==> config.mk <==
export PLATFORM = sky130hd
export DESIGN_NAME = gate_counter_flat
export DESIGN_NICKNAME = d
export VERILOG_FILES = /design/src/rtl/gate_counter_if.sv /design/src/rtl/gate_counter.sv /design/src/flat_wrapper.sv
export SDC_FILE = /design/constraint.sdc
export NUM_CORES = 1
export LEC_CHECK = 0
export CAP_MARGIN = 20
export CORE_MARGIN = 5
export CORE_UTILIZATION = 47
export DETAILED_ROUTE_END_ITERATION = 6
export PLACE_DENSITY = 0.74
export SYNTH_ARGS = -nofsm -noshare
export SYNTH_HDL_FRONTEND = slang
export SYNTH_SLANG_ARGS = --single-unit
==> constraint.sdc <==
create_clock -name clkSys -period 1.35 [get_ports clkSys]
set_input_delay 0.2025 -clock clkSys [delete_from_list [all_inputs] [get_ports clkSys]]
set_output_delay 0.2025 -clock clkSys [all_outputs]
set_load 0.1 [all_outputs]
==> src/rtl/gate_counter_if.sv <==
// gate_counter_if: gate control inputs and latched BCD result of the frequency-meter counter
interface gate_counter_if #(
  parameter int DIGITS = 4
);
  logic sigIn, enable, clear, latch;
  logic [4*DIGITS-1:0] countOut;
  logic overflowOut, dataValid;
  modport master(output sigIn, enable, clear, latch, input countOut, overflowOut, dataValid);
  modport slave(input sigIn, enable, clear, latch, output countOut, overflowOut, dataValid);
endinterface

==> src/rtl/gate_counter.sv <==
// gate_counter: gated BCD edge counter with synchronized input and latched result
module gate_counter #(
  parameter int DIGITS = 4,
  parameter int SYNC_STAGES = 2
) (
  input logic clkSys,
  input logic reset,
  gate_counter_if.slave gc
);
  logic [SYNC_STAGES-1:0] syncReg;
  logic sigPrev, sigEdge, latchPrev, capture, carry, ovf;
  logic [4*DIGITS-1:0] cnt, cntInc;
  assign sigEdge = syncReg[SYNC_STAGES-1] & ~sigPrev;
  assign capture = gc.latch & ~latchPrev;
  // resynchronize sigIn and keep one delayed copy for rising-edge detection
  always_ff @(posedge clkSys)
    if (reset) begin
      syncReg <= '0;
      sigPrev <= 1'b0;
    end else begin
      syncReg <= {syncReg[SYNC_STAGES-2:0], gc.sigIn};
      sigPrev <= syncReg[SYNC_STAGES-1];
    end
  // BCD increment of cnt, carry ripples up from the units digit; final carry marks a wrap
  always_comb begin
    carry = 1'b1;
    cntInc = cnt;
    for (int i = 0; i < DIGITS; i++) begin
      cntInc[4*i +: 4] = carry ? ((cnt[4*i +: 4] == 4'd9) ? 4'd0 : cnt[4*i +: 4] + 4'd1) : cnt[4*i +: 4];
      carry = carry & (cnt[4*i +: 4] == 4'd9);
    end
  end
  // counter: clear beats counting, wrap from all nines sets the sticky overflow
  always_ff @(posedge clkSys)
    if (reset || !gc.clear) begin
      cnt <= '0;
      ovf <= 1'b0;
    end else if (gc.enable && sigEdge) begin
      cnt <= cntInc;
      ovf <= ovf | carry;
    end
  // capture pre-update cnt/ovf on the rising edge of latch; latchPrev resets high so a held latch stays quiet
  always_ff @(posedge clkSys)
    if (reset) begin
      latchPrev <= 1'b1;
      gc.countOut <= '0;
      gc.overflowOut <= 1'b0;
      gc.dataValid <= 1'b0;
    end else begin
      latchPrev <= gc.latch;
      gc.dataValid <= capture;
      if (capture) begin
        gc.countOut <= cnt;
        gc.overflowOut <= ovf;
      end
    end
endmodule

==> src/flat_wrapper.sv <==
// flat-port wrapper written by rule: the top's interface ports become plain ports
module gate_counter_flat 
#(
  parameter int DIGITS = 4,
  parameter int SYNC_STAGES = 2
)
  (clkSys, reset, gc_sigIn, gc_enable, gc_clear, gc_latch, gc_countOut, gc_overflowOut, gc_dataValid);
  gate_counter_if #(.DIGITS(DIGITS)) gc_i ();
  input logic clkSys;
  input logic reset;
  input wire logic [$bits(gc_i.sigIn)-1:0] gc_sigIn;
  input wire logic [$bits(gc_i.enable)-1:0] gc_enable;
  input wire logic [$bits(gc_i.clear)-1:0] gc_clear;
  input wire logic [$bits(gc_i.latch)-1:0] gc_latch;
  output wire logic [$bits(gc_i.countOut)-1:0] gc_countOut;
  output wire logic [$bits(gc_i.overflowOut)-1:0] gc_overflowOut;
  output wire logic [$bits(gc_i.dataValid)-1:0] gc_dataValid;
  assign gc_i.sigIn = gc_sigIn;
  assign gc_i.enable = gc_enable;
  assign gc_i.clear = gc_clear;
  assign gc_i.latch = gc_latch;
  assign gc_countOut = gc_i.countOut;
  assign gc_overflowOut = gc_i.overflowOut;
  assign gc_dataValid = gc_i.dataValid;
  gate_counter #(.DIGITS(DIGITS), .SYNC_STAGES(SYNC_STAGES)) u_core (.clkSys(clkSys), .reset(reset), .gc(gc_i));
endmodule
# After elaboration in Yosys (flattened, before gate mapping)
# Index checks and enable logic that the tools add are counted.
# Widths: inputs -> output; s select.
dict set report op_classes {
  reduce_logical 6
  n_addsub 4
  n_div 0
  bitwise_logic 8
  n_mul 0
  n_lt_le_gt_ge 0
  eq_ne 4
  n_shift 0
  n_mux 4
}
# op count
set ops {}
lappend ops {{$add 4x1->4 const B} 4}
lappend ops {{$eq 4x4->1 const B} 4}
lappend ops {{$mux 4} 4}
lappend ops {{$reduce_and 2->1} 3}
lappend ops {{$and 1x1->1} 5}
lappend ops {{$not 1->1} 2}
lappend ops {{$logic_and 1x1->1} 1}
lappend ops {{$logic_not 1->1} 1}
lappend ops {{$logic_or 1x1->1} 1}
lappend ops {{$or 1x1->1} 1}
dict set report word_totals {
  romBits 0
  regBits 39
  n_memories 0
  mem_bits_rw 0
  elab_cells 37
  output_inout_bits 18
  latchBits 0
  in_bits 6
}

# Longest topological paths before layout
dict set report depth {
  word_depth 5
  mapped_depth 5
  ltp_nobuf 4
}

# Least setup slack after synthesis
# OpenSTA, ideal clock, no wires.
dict set report synth_timing {
  path_kind {reg2reg}
  start {register u_core.cnt[1]}
  end {register u_core.cnt[12]}
  setup_ns 0.070
  synth_period_minus_slack_ns 1.493
  path_stages_with_launch 6
  n_path_buf 1
  required_time_ns 1.280
  setup_slack_ns -0.143
  t_arrival_ns 1.423
  cell_sequence {dfxtp_1 -> buf_6 -> nor4b_4 -> nand4_2 -> or3_1 -> a21oi_1}
}
dict set report synth_via {
  elab_chain_cells 4
}
# item line_no
set synth_lines {}
lappend synth_lines {{start: declaration} gate_counter.sv:12} ;# logic [4*DIGITS-1:0] cnt, cntInc;
lappend synth_lines {{start signal: assignment} gate_counter.sv:39} ;# cnt <= cntInc;
lappend synth_lines {{$eq 4x4->1} gate_counter.sv:30} ;# carry = carry & (cnt[4*i +: 4] == 4'd9);
lappend synth_lines {{$and 1x1->1 (2 in a row)} gate_counter.sv:30}
lappend synth_lines {{$reduce_and 2->1 (no line)} n/a}
# No other way between the ends.
# A chain may end at the register's enable or synchronous reset.

# Worst setup path after layout
dict set report layout_timing {
  start {register u_core.cnt[5]}
  end {register u_core.cnt[13]}
}
# The elaborated chain is that of the path after synthesis.

==> flow_summary_export.csv <==
group,metric,value,unit
clocking,clk_latency,0.35,ns
timing,worstMarginPinSlew,0.373,ns
logic_synthesis,syn_area,1600,sq um
pwr,leakagePower,0.927,nW
worst_setup_path,cp_slowest_stage_delay,0.37,ns
floorplan,ios,24,
timing,max_freq,656,MHz
worst_setup_path,r2r-end,"u_core.cnt[13]",
final_layout,drive_above_1_share,31.5,%
floorplan,die_y,68.4,um
clocking,clkTransAtPathRegs,0.11,ns
floorplan,die_area,4680,sq um
logic_synthesis,synth_warnings,0,
clocking,cts_tree,"yes",
worst_setup_path,start_kind,"flip-flop",
status,outcome,"finished, violations left",
final_layout,fillers,238,
worst_setup_path,endpoint_kind,"flip-flop",
floorplan,core-area,3310,sq um
route,wl_per_cell,14.4,um
global_route,grt_pass1_vias,1464,
logic_synthesis,synth_fp_nets,192,
worst_setup_path,worstPathMaxFanout,4,
worst_setup_path,cp_cell_sequence,"nor4b_4, buf_4, nand4_4, or3_4, a21oi_2",
final_layout,multi_input_area,823,sq um
floorplan,std_cell_rows,21,
worst_setup_path,critPathRequiredTime,1.65,ns
worst_setup_path,crit_family,"simple AND/OR/NAND/NOR gates",
flow_run,drv_cap,0,
pwr,ir_drop,0.498,mV
hold_path,min-delay-start,"gc_sigIn",
clocking,cts_sinks,39,
clocking,clk_path_buf_depth,2,
timing,fin_worst_skew,0.00431,ns
route,drt_iter0_markers,73,
route,drc,0,
worst_setup_path,rr_worst_depth,5,
hold_path,hold_class,"input port to flip-flop",
final_layout,diodes,0,
final_layout,nets,243,
worst_setup_path,worstSetupPathType,"flip-flop to flip-flop",
status,violations,"setup timing",
clocking,cts_inserted_buffers,5,
timing,hold_viol,0,
logic_synthesis,synth_seq_cells,39,
worst_setup_path,r2r-start,"u_core.cnt[5]",
clocking,h-tree-depth,2,
final_layout,syn_to_final_growth,50.6,%
place,dpl_worst_slack,-0.447,ns
clocking,clockRootBuffer,"clkbuf_4",
timing,finalSetupViolCount,10,
global_route,track_usage,18.8,%
place,dp_hpwl,3.07,mm
timing,relSlewSlack,74.8,%
timing,setup_tns,-1.19,ns
worst_setup_path,crit_slowest_cell,"or3_4",
timing,post-route-period-util,113,%
global_route,antenna_found_initial,0,
floorplan,die_width,68.4,um
hold_path,hold_end,"u_core.syncReg[0]",
route,routed-via-count,1458,
worst_setup_path,rrSetupSlack,-0.17,ns
logic_synthesis,syn_area_per_cell,8.62,sq um
worst_setup_path,cp.buffers_inverters,1,
worst_setup_path,crit_arrival,1.82,ns
timing,final.setup.worst_slack,-0.175,ns
timing,slew_violations,0,
route,ant_nets,0,
global_route,grt_pass1_wl,6.42,mm
global_route,overflow,0,
timing,rsz0062_at_grt,"yes",
floorplan,initial_utilization,48.5,%
final_layout,regArea,791,sq um
logic_synthesis,netlist_instances,186,
timing,fin_crit,1.52,ns
clocking,cts_hold_buffers,0,
hold_path,holdPathStages,2,
route,dr.pass1.iters,4,
logic_synthesis,yosys.cell_types.count,32,
place,gp_congestion,0.854,
route,viasPerCell,5.13,
place,io_buffers,23,
global_route,grt_max_degree,16,
pwr,power.total,1.83,mW
logic_synthesis,ys_seq_area_share,48.7,%
pwr,p_per_area,757,nW/um^2
route,drt_wl_total,4.08,mm
[per-stage QoR]
step | hold slack [ns] | cell area [sq um] | cells | utilization, %
after floorplan | 0.274 | 1610 | 186 | -
after global placement | 0.422 | 2250 | 271 | 68.1
after detailed placement | 0.466 | 2250 | 271 | 68.1
after CTS | 0.409 | 2350 | 281 | 71.0
after global routing | 0.406 | 2420 | 284 | 73.0
final | 0.412 | 2420 | 284 | 73.0
[cell usage in the layout, fill, tap and decap left out, drive strengths merged]
cell / count
a21oi: 26
a31oi: 1
and2b: 1
and3b: 3
and4b: 3
and4bb: 1
buf: 49
clkbuf: 7
clkdlybuf4s50: 5
clkinv: 1
dfxtp: 39
inv: 4
mux2i: 4
nand2: 39
nand2b: 3
nand3: 2
nand3b: 1
nand4: 3
nand4b: 1
nor2: 11
nor2b: 9
nor3: 1
nor3b: 4
nor4b: 1
nor4bb: 1
o211ai: 1
o21a: 1
o21ai: 6
or2: 1
or3: 4
xnor2: 2
xor2: 3
[worst register-to-register path: stages (launching register included)]
cell,delay (ns)
dfxtp_2,0.35
nor4b_4,0.34
buf_4,0.18
nand4_4,0.11
or3_4,0.37
a21oi_2,0.13
[cell type report]
class	count	share of cell area, %
multi-input combinational	133	34.1
sequential	39	32.7
timing repair buffer	54	28.1
tap	46	2.38
clock buffer	7	1.86
inverter	4	0.621
clock inverter	1	0.207
[where the power goes]
group	leakage (nW)	total (mW)	internal, mW	switching, mW
combinational	0.579	0.0955	0.0465	0.0490
clock	0.0293	0.575	0.203	0.372
sequential	0.318	1.16	1.15	0.00292
total	0.927	1.83	1.40	0.424
[per-layer routing]
layer	up-vias	track usage [%]	routed length (um)
met5	-	0	0
met4	0	9.43	93
met3	12	6.40	138
li1	731	-	-
met2	22	33.1	2180
met1	693	19.6	1670
[cells by family after synthesis]
family / synth area share, %
buffers and inverters: 3.82
and+or+nand+nor: 31.0
xor gates and xnor gates: 2.73
AOI/OAI and AO/OA: 11.3
muxes: 2.50
DFF: 48.7
[repair_timing]
action                                  CTS  global route
pin swaps                                 5            12
cloned                                    0             0
setup buffers                             2             3
endpoints found under the hold margin     0             0
endpoints found under the setup margin   11            14
gates resized for setup                   8            17
[synth_stat cells]
cell      instances  area, sq um
dfxtp_1          39          781
nand2_1          39          146
a21oi_1          26          130
nor2_1           11         41.3
nor2b_1           9         56.3
clkbuf_1          8         30.0
o21ai_0           6         30.0
inv_1             4         15.0
mux2i_1           4         40.0
nor3b_1           4         30.0
or3_1             4         25.0
and3b_1           3         26.3
and4b_1           3         30.0
nand2b_1          3         18.8
xor2_1            3         26.3
nand3_1           2         10.0
nand4_2           2         25.0
xnor2_1           2         17.5
a31oi_1           1         6.26
and2b_1           1         7.51
and4bb_2          1         12.5
buf_2             1         5.00
buf_6             1         11.3
nand3b_1          1         7.51
nand4_1           1         6.26
nand4b_1          1         8.76
nor3_1            1         5.00
nor4b_4           1         23.8
nor4bb_1          1         10.0
o211ai_1          1         7.51
o21a_1            1         7.51
or2_2             1         6.26
[worst max-delay path by stage]
stage / endpoint / slack, ns / from / cells past startpoint
6_report: u_core.cnt[13] / -0.17 / u_core.cnt[5] / 5
5_1_grt: u_core.cnt[15] / -0.24 / u_core.cnt[5] / 6
4_1_cts: u_core.cnt[13] / -0.14 / u_core.cnt[1] / 5
3_5_place_dp: u_core.cnt[14] / -0.45 / gc_enable / 6
3_3_place_gp: u_core.cnt[14] / -0.31 / gc_enable / 5
2_1_floorplan: u_core.cnt[10] / -0.04 / u_core.cnt[1] / 5
[registers in the layout (all words and copies together), names as in the netlist]
name,cells
u_core.sigPrev,1
u_core.gc.overflowOut,1
u_core.ovf,1
u_core.cnt,16
u_core.gc.dataValid,1
u_core.latchPrev,1
u_core.gc.countOut,16
u_core.syncReg,2
Note: power is estimated with default switching activity, not from simulation.
